### src/rtl/output_writeback_ctrl.sv
// output_writeback_ctrl
//   Packs 16-lane PE output vectors into SRAM words, buffers them in a
//   2-entry FIFO and writes them through the shared SRAM write port at
//   consecutive addresses starting from a latched base address.
// Ports:
//   clk, rst_n_in                   clock, synchronous active-low reset
//   start, base_addr, num_words     tile setup (start is honoured in IDLE only)
//   outputs_in/_valid/_ready        vector input handshake
//   mem_req, mem_gnt, mem_we        write-port request/grant; write = req && gnt
//   mem_addr, mem_wdata             write address and FIFO head data
//   busy, done                      tile in progress / one-cycle completion pulse
module output_writeback_ctrl #(
    parameter int IO_DATA_WIDTH = 8,
    parameter int MEM_BW        = 128,
    parameter int ADDR_WIDTH    = 11,
    parameter int CNT_WIDTH     = 16
) (
    input  logic                       clk,
    input  logic                       rst_n_in,
    input  logic                       start,
    input  logic [ADDR_WIDTH-1:0]      base_addr,
    input  logic [CNT_WIDTH-1:0]       num_words,
    input  logic [16*IO_DATA_WIDTH-1:0] outputs_in,
    input  logic                       outputs_valid,
    output logic                       outputs_ready,
    output logic                       mem_req,
    input  logic                       mem_gnt,
    output logic                       mem_we,
    output logic [ADDR_WIDTH-1:0]      mem_addr,
    output logic [MEM_BW-1:0]          mem_wdata,
    output logic                       busy,
    output logic                       done
);

    typedef enum logic [1:0] {IDLE, RUN, DRAIN, DONE} state_e;

    state_e                    state_q, state_d;
    logic [ADDR_WIDTH-1:0]     base_q, base_d;
    logic [CNT_WIDTH-1:0]      num_q, num_d;
    logic [CNT_WIDTH-1:0]      accept_cnt_q, accept_cnt_d;
    logic [CNT_WIDTH-1:0]      write_cnt_q, write_cnt_d;
    logic [1:0][MEM_BW-1:0]    fifo_q, fifo_d;
    logic                      wr_ptr_q, wr_ptr_d;
    logic                      rd_ptr_q, rd_ptr_d;
    logic [1:0]                count_q, count_d;
    logic                      ready_q, ready_d;
    logic                      busy_q, busy_d;
    logic                      done_q, done_d;

    logic [MEM_BW-1:0]         packed_word;
    logic                      push, pop;

    // Lane k lands at bits [k*W +: W]; lane 15 ends up in the MSBs.
    always_comb begin
        packed_word = '0;
        for (int k = 0; k < 16; k++) begin
            packed_word[k*IO_DATA_WIDTH +: IO_DATA_WIDTH] = outputs_in[k*IO_DATA_WIDTH +: IO_DATA_WIDTH];
        end
    end

    assign mem_req       = (count_q != 2'd0);
    assign mem_we        = mem_req && mem_gnt;
    assign mem_addr      = base_q + write_cnt_q[ADDR_WIDTH-1:0];
    assign mem_wdata     = fifo_q[rd_ptr_q];
    assign outputs_ready = ready_q;
    assign busy          = busy_q;
    assign done          = done_q;

    // ready_q is registered, so accepting never depends on this cycle's grant.
    assign push = outputs_valid && ready_q;
    assign pop  = mem_we;

    always_comb begin
        state_d      = state_q;
        base_d       = base_q;
        num_d        = num_q;
        accept_cnt_d = accept_cnt_q;
        write_cnt_d  = write_cnt_q;
        fifo_d       = fifo_q;
        wr_ptr_d     = wr_ptr_q;
        rd_ptr_d     = rd_ptr_q;
        count_d      = count_q + {1'b0, push} - {1'b0, pop};

        if (push) begin
            fifo_d[wr_ptr_q] = packed_word;
            wr_ptr_d         = ~wr_ptr_q;
            accept_cnt_d     = accept_cnt_q + {{(CNT_WIDTH-1){1'b0}}, 1'b1};
        end
        if (pop) begin
            rd_ptr_d    = ~rd_ptr_q;
            write_cnt_d = write_cnt_q + {{(CNT_WIDTH-1){1'b0}}, 1'b1};
        end

        case (state_q)
            IDLE: begin
                if (start) begin
                    base_d       = base_addr;
                    num_d        = num_words;
                    accept_cnt_d = '0;
                    write_cnt_d  = '0;
                    state_d      = (num_words != '0) ? RUN : DONE;
                end
            end
            RUN: begin
                if (accept_cnt_d == num_q) state_d = DRAIN;
            end
            DRAIN: begin
                // Look at post-write values so done follows the last write directly.
                if (count_d == 2'd0 && write_cnt_d == num_q) state_d = DONE;
            end
            default: state_d = IDLE;
        endcase

        ready_d = (state_d == RUN) && (count_d != 2'd2) && (accept_cnt_d < num_d);
        busy_d  = (state_d == RUN) || (state_d == DRAIN);
        done_d  = (state_d == DONE);
    end

    always_ff @(posedge clk) begin
        if (!rst_n_in) begin
            state_q      <= IDLE;
            base_q       <= '0;
            num_q        <= '0;
            accept_cnt_q <= '0;
            write_cnt_q  <= '0;
            fifo_q       <= '0;
            wr_ptr_q     <= 1'b0;
            rd_ptr_q     <= 1'b0;
            count_q      <= 2'd0;
            ready_q      <= 1'b0;
            busy_q       <= 1'b0;
            done_q       <= 1'b0;
        end else begin
            state_q      <= state_d;
            base_q       <= base_d;
            num_q        <= num_d;
            accept_cnt_q <= accept_cnt_d;
            write_cnt_q  <= write_cnt_d;
            fifo_q       <= fifo_d;
            wr_ptr_q     <= wr_ptr_d;
            rd_ptr_q     <= rd_ptr_d;
            count_q      <= count_d;
            ready_q      <= ready_d;
            busy_q       <= busy_d;
            done_q       <= done_d;
        end
    end

endmodule

### config.mk
export PLATFORM = sky130hd
export DESIGN_NAME = output_writeback_ctrl
export DESIGN_NICKNAME = d
export VERILOG_FILES = /design/src/rtl/output_writeback_ctrl.sv
export SDC_FILE = /design/constraint.sdc
export NUM_CORES = 1
export LEC_CHECK = 0
export ABC_AREA = 1
export CORE_MARGIN = 2
export CORE_UTILIZATION = 56
export DETAILED_ROUTE_END_ITERATION = 16
export MAX_ROUTING_LAYER = met4
export PLACE_DENSITY = 0.95
export SYNTH_ARGS = -nofsm -noshare
export SYNTH_HDL_FRONTEND = slang
export SYNTH_SLANG_ARGS = --single-unit
### constraint.sdc
create_clock -name clk -period 9.35 [get_ports clk]
set_clock_uncertainty 0.2 [all_clocks]
set_input_delay 2.3375 -clock clk [delete_from_list [all_inputs] [get_ports clk]]
set_output_delay 2.3375 -clock clk [all_outputs]
set_load 0.02 [all_outputs]
==> results.toml, run 1 <==
[outcome]
status = "finished clean"

[global_routing]
grtUsageTotal_pct = 33.0
grt_antenna_before_repair = 3
grt_max_degree = 157
grt_pass1_wl_um = 73800
grt_pass1_vias = 15112
grt_overflow_total = 0

[timing]
fmax_mhz = 158
tns_ns = 0
hold_viol = 0
fin_crit_sh_pct = 67.8
maxSlewViolCount = 0
setup_slack_ns = 3.01
slew_headroom_pct = 28.0
final-setup-viol-count = 0
tightest_slew_ns = 1.08
fin_crit_ns = 6.34
hold_slack_ns = 0.246
rsz0062_at_grt = "no"

[critical_path]
start_kind = "primary input"
slowest_stage = "clkdlybuf4s50_1"
ff2ff_path_depth = 20
critPathMaxStageDelay_ns = 0.66
cp_cell_sequence = "clkdlybuf4s50_1 > inv_1 > nor2_4 > clkdlybuf4s50_1"
crit_top_cell = "clkdlybuf4s50_1"
cp_max_fo = 11
crit_buf_inv = 3
end_kind = "output pin"
required_ns = 6.81
worst_ep_arrival_time_ns = 3.81
path_depth = 4
critical_path_class = "in2out"
cpLargestDelayFamily = "buffers and inverters"

[route]
antenna_left = 0
viasPerCell = 5.66
routed_wl_um = 45500
routed-via-count = 15306
wl_per_cell_um = 16.8
firstDrtPassIters = 5
first_iter_violations = 1523
drc = 0

[die]
dieArea_um2 = 27600
die_y_um = 166
num_rows = 59
die_x_um = 166
start_util_pct = 56.7
io-pin-count = 304
core_area_um2 = 25900

[finish]
multi_input_area_um2 = 6940
layout.cells.non_filler = 2706
regArea_um2 = 6490
nNetsFinal = 2538
drive_gt1_share_pct = 3.72
fill_cells = 1830
areaGrowthSynthToFinish_pct = 28.3

[logic_synthesis]
avgSynthCellArea_um2 = 6.92
synth.area.top_cells = "dfxtp_1 (44%), o21ai_0 (14%), nor2_1 (9.7%)"
synth-adder-area-share_pct = 2.77
async_reset_ff_share_pct = 0
syn_nets = 2316
synthCells = 2124
ys_seq_elements = 324
synth-seq-area-share_pct = 44.1
synth_top_area_share_pct = 44.1
yosys.area_share.simple_pct = 22.9
synthDistinctLibCells = 38
synth_edf_count = 0
muxShareOfSynthArea_pct = 0
syn_area_um2 = 14700
synth_top_family_by_area = "simple AND/OR/NAND/NOR gates"
yosys_warnings = 0
yosys.area.top_type = "dfxtp_1"
synth-compound-area-share_pct = 20.1
synth_flop_cell = "dfxtp_1"
synthXorXnorAreaFrac_pct = 1.26

[job]
drv_cap = 0

[place]
io_buffers = 303
place_inst = 2645
gp_congestion = 0.973
place_ws_ns = 3.03
dp_hpwl_um = 29700

[power_and_ir_drop]
total_power_w = 0.00392
powerDensity_nw_per_um2 = 208
leakagePower_nw = 7.58
worst_ir_drop_vdd_uv = 204

[clock_network]
clockBufferDepth = 3
cts.repair.resized = 0
clock_sinks = 324
cts_tree = "built"
cts_root_buffer = "clkbuf_16"
postCtsHoldBufs = 0
clkLatencyLatePin_ns = 0.51
post_cts_buffers = 0
path_clk_slew_ns = 0.06
htreeDepth = 2
cts_inserted_buffers = 34

[min_path]
hold_path.class = "reg2reg"
hold_path_depth = 2
flip-flops by register name (all words and copies together), names as in the netlist:
register	count
num_q	16
fifo_q	256
busy	1
accept_cnt_q	16
state_q	2
done	1
wr_ptr_q	1
rd_ptr_q	1
write_cnt_q	16
base_q	11
count_q	2
outputs_ready	1
cells in the mapped netlist (2+ instances only):
cell type,number
nor2_8,2
o21bai_1,3
nor2_1,378
nor2_2,3
a21o_1,2
xnor2_1,6
nor3_1,4
xor2_1,10
nand2_2,4
a211oi_1,2
nand3_1,72
clkbuf_1,125
nand2_4,2
nor4_1,2
o21ai_0,419
nand3b_1,2
ha_1,31
dfxtp_1,324
nand2_1,329
xnor3_1,2
nand3_2,3
nand4_1,11
a21oi_1,152
nor2_4,5
inv_1,218
layout make-up:
cell class                 count  area share (%)
clock buffer                  54            5.49
multi-input combinational   1455            36.8
inverter                     218            4.38
sequential                   324            34.4
tap                          335            2.22
antenna                        3          0.0398
timing repair buffer         313            16.5
clock inverter                 4           0.245
cell usage in the layout, fill, tap and decap left out, types with 2 or more instances in the layout:
cell               n
o21ai_0          419
nor2_1           377
nand2_1          328
dfxtp_1          324
clkdlybuf4s50_1  302
inv_1            216
a21oi_1          152
nand3_1           72
clkbuf_16         34
ha_1              31
nand4_1           11
clkbuf_8          11
xor2_1            10
buf_4             10
clkbuf_1           9
nor2_4             6
xnor2_1            6
nand2_2            4
nor3_1             4
diode_2            3
nand2_4            3
nand3_2            3
nor2_2             3
o21bai_1           3
nor2_8             2
nand3b_1           2
xnor3_1            2
nor4_1             2
a21o_1             2
a211oi_1           2
clkinv_2           2
worst reg2reg max path, stage by stage (launching register included):
cell       delay [ns]
dfxtp_1          0.55
nand2_4          0.23
ha_1             0.35
inv_1            0.04
ha_1             0.30
nor2_1           0.14
nand3_1          0.11
nor2_1           0.11
nand3_1          0.07
nor2_1           0.09
nand3_1          0.09
nor2_1           0.10
nand2_1          0.09
nand3_1          0.09
nand2_1          0.08
inv_1            0.09
ha_1             0.14
nand2_1          0.08
a211oi_1         0.21
o2111ai_1        0.13
a21oi_1          0.12
layer usage:
layer	global-route usage (%)	routed length [µm]	share of wire [%]	vias to the layer above
met5	-	0	0	-
met4	16.7	2510	5.5	0
met3	8.94	4280	9.4	167
met2	55.0	21700	48	750
met1	36.4	17000	37	7104
li1	-	-	-	7285
path summary, 6_finish.rpt:
check / startpoint / endpoint / slack (ns)
setup / recovery: mem_gnt / mem_we / 3.01
hold / removal: fifo_q[252] / fifo_q[252] / 0.25
setup reg to reg: outputs_ready / outputs_ready / 5.90
hold reg to reg: fifo_q[252] / fifo_q[252] / 0.25
logic make-up after synthesis:
logic type,after synthesis
AO/OA/AOI/OAI,584
adder cells (fa/ha/maj),32
flip-flops,324
AND/OR/NAND/NOR,821
buffers and inverters,345
XOR/XNOR,18
metrics by stage:
| step | instance area, µm² | utilization [%] |
|---|---|---|
| floorplan | 14700 | - |
| global route | 18900 | 72.8 |
| detailed placement | 17800 | 68.6 |
| finish | 18900 | 72.8 |
| global placement | 17800 | 68.6 |
| CTS | 18900 | 72.8 |
power by group:
group	total [W]	leakage, nW	switching, W	internal (W)
combinational	0.00103	4.41	0.000644	0.000387
sequential	0.00158	2.63	0.0000752	0.00150
clock	0.00131	0.533	0.000551	0.000763
(Power assumes the default switching activity.)
==> inputs of run 2 (changes only) <==
--- a/config.mk
+++ b/config.mk
@@ -7,10 +7,10 @@
 export LEC_CHECK = 0
 export ABC_AREA = 1
 export CORE_MARGIN = 2
-export CORE_UTILIZATION = 56
+export CORE_UTILIZATION = 47
 export DETAILED_ROUTE_END_ITERATION = 16
 export MAX_ROUTING_LAYER = met4
-export PLACE_DENSITY = 0.95
+export PLACE_DENSITY = 0.86
 export SYNTH_ARGS = -nofsm -noshare
 export SYNTH_HDL_FRONTEND = slang
 export SYNTH_SLANG_ARGS = --single-unit
==> constraint.sdc (replaced) <==
create_clock -name clk -period 5.3 [get_ports clk]
set_clock_uncertainty 0.2 [all_clocks]
set_input_delay 1.325 -clock clk [delete_from_list [all_inputs] [get_ports clk]]
set_output_delay 1.325 -clock clk [all_outputs]
set_load 0.02 [all_outputs]
==> run 2 against run 1 <==
Net effect: first-iteration DRC count is 28% lower; global-route usage decreased by 6.3 points; non-clock buffer count rose by 3; die area is 19% higher; total power grew 85%; wire length shrank 3.9%; clock power up 100%; largest power group unchanged.
==> results.toml, run 2 (synthesis gave the netlist of run 1 again) <==
[place]
gp_congestion = 0.915
dpl_cell_area_um2 = 17900
dp_hpwl_um = 29500
io_buffers = 303
place_ws_ns = 0.589

[finish]
areaGrowthSynthToFinish_pct = 30.7
design_area_um2 = 19200
largest_register_ffs = 256
regMostFlops = "fifo_q"
fill_cells = 2561
nNetsFinal = 2544
drive_gt1_share_pct = 4.16
finalCoreUtilization_pct = 62.7
final_cell_mix = "o21ai_0 (419), nor2_1 (377), nand2_1 (328)"
layout_commonest_cell = "o21ai_0"

[global_routing]
grt_overflow_total = 0
grt_max_degree = 257
grt_pass1_vias = 14308
grt_antenna_before_repair = 2
grt_pass1_wl_um = 70600
grtUsageTotal_pct = 26.7

[power_and_ir_drop]
netSwitchingPower_w = 0.00230
p_comb_share_pct = 25.4
leakagePower_nw = 7.71
total_power_w = 0.00725
powerDensity_nw_per_um2 = 377
worst_ir_drop_vdd_uv = 282
internal-power_w = 0.00495
p_seq_share_pct = 38.3
pwr-share-clk_pct = 36.3
switching_share_pct = 31.8

[timing]
fin_crit_sh_pct = 94.7
tns_ns = 0
setup_slack_ns = 0.282
fin_crit_ns = 5.02
rsz0062_at_grt = "no"
maxSlewViolCount = 0
final-setup-viol-count = 0
slew_headroom_pct = 22.7
tightest_slew_ns = 1.16
hold_viol = 0
fmax_mhz = 199

[clock_network]
cts_tree = "built"
htreeDepth = 2
cts_root_buffer = "clkbuf_16"
path_clk_slew_ns = 0.06
clock_sinks = 324
clockBufferDepth = 3
postCtsHoldBufs = 0
post_cts_buffers = 0
cts_inserted_buffers = 37
cts.repair.resized = 0
clkLatencyLatePin_ns = 0.52

[die]
die_y_um = 181
dieArea_um2 = 32700
io-pin-count = 304
num_rows = 64
die_x_um = 181
core_area_um2 = 30700
start_util_pct = 47.9

[route]
drc = 0
wl_per_cell_um = 15.7
firstDrtPassIters = 5
antenna_left = 0
routed-via-count = 14853
viasPerCell = 5.35
routed_wl_um = 43700
first_iter_violations = 1091

[critical_path]
worst_ep_arrival_time_ns = 3.49
end_kind = "output pin"
start_kind = "flop"
required_ns = 3.77
reg2reg_slack_ns = 1.97
cp_max_fo = 5
critical_path_class = "reg2out"

[job]
drv_cap = 0

[min_path]
hold_path.class = "reg2reg"

[outcome]
status = "finished clean"
==> run 2: final timing paths <==
| check | start | end | depth (start not counted) |
|---|---|---|---|
| max | write_cnt_q[0] | mem_addr[10] | 12 |
| min | fifo_q[141] | fifo_q[141] | 2 |
| max reg2reg | outputs_ready | outputs_ready | 20 |
| min reg2reg | fifo_q[141] | fifo_q[141] | 2 |
==> run 2: power groups by stage <==
stage	Combinational (W)	Sequential, W	Clock, W
after detailed placement	0.00183	0.00282	0
after global routing	0.00202	0.00280	0.00277
final	0.00184	0.00278	0.00263
after CTS	0.00184	0.00277	0.00267
after global placement	0.00179	0.00282	0
after floorplan	0.00105	0.00278	0
==> run 2: worst max-delay path: stages, from the launching register on <==
cell,delay [ns]
dfxtp_1,0.41
ha_1,0.21
inv_1,0.06
fa_1,0.40
o21ai_0,0.31
nand2_1,0.08
nand2_1,0.07
a21oi_1,0.08
o21ai_0,0.30
a21oi_1,0.13
o21bai_1,0.17
xor2_1,0.15
clkdlybuf4s50_1,0.61
==> run 2: cell type report <==
type,count,area [µm²],area share (%)
Clock inverter,14,231,1.20
Antenna cell,2,5.00,0.0260
Timing Repair Buffer,316,3190,16.6
Sequential cell,324,6490,33.8
Clock buffer,51,1040,5.40
Inverter,218,826,4.30
Multi-Input combinational cell,1455,6940,36.1
Tap cell,396,495,2.58
==> run 2: metrics by stage <==
step	hold WS (ns)	std cells
6_report	0.244	2776
5_1_grt	0.267	2776
4_1_cts	0.248	2774
3_5_place_dp	0.239	2709
3_3_place_gp	0.233	2709
2_1_floorplan	0.224	2124
==> run 2: layer usage <==
metal | wire (µm) | vias to the layer above | track usage, %
li1 | - | 7309 | -
met1 | 17000 | 6889 | 30.2
met2 | 21100 | 542 | 44.9
met3 | 3690 | 113 | 6.97
met4 | 1910 | 0 | 10.8
met5 | 0 | - | -
==> inputs of run 3 (changes only) <==
--- a/config.mk
+++ b/config.mk
@@ -7,10 +7,12 @@
 export LEC_CHECK = 0
 export ABC_AREA = 1
 export CORE_MARGIN = 2
-export CORE_UTILIZATION = 47
+export CORE_UTILIZATION = 48
+export CTS_BUF_LIST = sky130_fd_sc_hd__clkbuf_8
 export DETAILED_ROUTE_END_ITERATION = 16
 export MAX_ROUTING_LAYER = met4
-export PLACE_DENSITY = 0.86
+export PLACE_DENSITY = 0.88
+export SLEW_MARGIN = 20
 export SYNTH_ARGS = -nofsm -noshare
 export SYNTH_HDL_FRONTEND = slang
 export SYNTH_SLANG_ARGS = --single-unit
==> run 3 against run 2 <==
Net effect: global-route usage is 0.51 points higher; total power is 4.9% lower; combinational power hardly changed; first-iteration DRC count is 9.7% higher; worst hold slack better by 0.0014 ns; critical path type unchanged.
==> results.toml, run 3 (synthesis gave the netlist of run 1 again) <==
[outcome]
status = "finished clean"

[timing]
setup_slack_ns = 0.389
tns_ns = 0
maxSlewViolCount = 0
tightest_slew_ns = 0.923
fin_crit_sh_pct = 92.7
fin_crit_ns = 4.91
final-setup-viol-count = 0
hold_viol = 0
fmax_mhz = 204
slew_headroom_pct = 38.4
rsz0062_at_grt = "no"

[clock_network]
cts_root_buffer = "clkbuf_8"
htreeDepth = 2
cts_tree = "built"
cts_inserted_buffers = 54
clkLatencyLatePin_ns = 0.58
cts.repair.resized = 0
clockBufferDepth = 3
post_cts_buffers = 0
postCtsHoldBufs = 0
clock_sinks = 324
path_clk_slew_ns = 0.06

[finish]
largest_register_ffs = 256
drive_gt1_share_pct = 5.11
areaGrowthSynthToFinish_pct = 30.0
final_cell_mix = "o21ai_0 (418), nor2_1 (377), nand2_1 (328)"
multi_input_area_um2 = 6940
regArea_um2 = 6490
fill_cells = 2542
regMostFlops = "fifo_q"
finalCoreUtilization_pct = 63.0
layout_commonest_cell = "o21ai_0"
nNetsFinal = 2565

[critical_path]
slowest_stage = "clkdlybuf4s50_1"
end_kind = "output pin"
required_ns = 3.77
start_kind = "flop"
critical_path_class = "reg2out"
worst_ep_arrival_time_ns = 3.39
critPathMaxStageDelay_ns = 0.62
cp_cell_sequence = "ha_1 > inv_1 > fa_1 > o21ai_0 > nand2_1 > nand2_1 > a21oi_1 > o21ai_1 > a21oi_1 > o21bai_1 > xor2_1 > clkdlybuf4s50_1"
cp_max_fo = 5

[route]
first_iter_violations = 1197
drc = 0
wl_per_cell_um = 15.5
routed_wl_um = 43500
routed-via-count = 14956
viasPerCell = 5.33
antenna_left = 0
firstDrtPassIters = 6

[global_routing]
grtUsageTotal_pct = 27.2
grt_antenna_before_repair = 0
grtUsageMet3_pct = 7.36
use_met2_pct = 44.6
busiest_layer = "met2"
grt_max_degree = 145
grt_overflow_total = 0
grt_pass1_vias = 14305
grtUsageMet1_pct = 31.3
grt_pass1_wl_um = 68900

[power_and_ir_drop]
leakagePower_nw = 7.75
powerDensity_nw_per_um2 = 361
worst_ir_drop_vdd_uv = 269

[job]
drv_cap = 0

[min_path]
hold_path.class = "reg2reg"

[die]
dieArea_um2 = 32000
start_util_pct = 48.4
die_x_um = 179
die_y_um = 179
core_area_um2 = 30300
io-pin-count = 304
num_rows = 64

[place]
gp_congestion = 0.931
place_ws_ns = 0.579
dp_hpwl_um = 29200
io_buffers = 303
==> run 3: cell types whose count changed in the layout (fill, tap and decap cells not counted), moves of 2 or more <==
cell | before | now
clkinv_4 | 2 | 0
clkbuf_8 | 6 | 73
clkinv_8 | 0 | 2
clkinv_2 | 5 | 1
inv_1 | 216 | 231
clkbuf_16 | 37 | 0
buf_4 | 8 | 11
clkinv_16 | 2 | 0
clkbuf_1 | 8 | 0
bufinv_16 | 4 | 1
==> run 3: critical path, delay by kind of cell, from the launching register on <==
kind                       cells  cell delay (ns)
AOI/OAI and AO/OA              5             0.85
xor gates and xnor gates       1             0.16
adders and majority gates      2             0.59
buffers and inverters          2             0.67
DFF                            1             0.40
and+or+nand+nor                2             0.16
==> run 3: path summary, 6_finish.rpt <==
path	cells past startpoint	slack, ns	end	startpoint
hold reg to reg	2	0.25	fifo_q[255]	fifo_q[255]
hold / removal	2	0.25	fifo_q[255]	fifo_q[255]
setup reg to reg	20	1.95	outputs_ready	outputs_ready
setup / recovery	12	0.39	mem_addr[10]	write_cnt_q[0]
==> run 3: where the power goes <==
group	leakage, nW	switching, W	internal (W)
Combinational	4.48	0.00112	0.000708
Clock	0.637	0.00101	0.00127
Sequential	2.63	0.000127	0.00265
==> run 3: layout make-up <==
cell class                      count  share of cell area, %
Antenna cell                        1                 0.0131
Clock buffer                       73                   5.26
Clock inverter                     19                  0.648
Inverter                          218                   4.32
Multi-Input combinational cell   1455                   36.3
Sequential cell                   324                   33.9
Tap cell                          396                   2.59
Timing Repair Buffer              320                   16.9
==> run 3: layer usage <==
layer	vias to the layer above	share of wire, %
met5	-	0
met4	0	4.5
met3	129	8.4
met2	561	47
met1	6909	40
li1	7357	-
==> run 3: through the flow <==
step	hold WS, ns	total power [W]	cells	cell area (µm²)
after floorplan	0.224	0.00383	2124	14700
after global placement	0.233	0.00459	2713	18000
after detailed placement	0.239	0.00464	2713	18000
after CTS	0.248	0.00692	2805	19100
after global routing	0.266	0.00723	2805	19100
final	0.246	0.00689	2806	19100
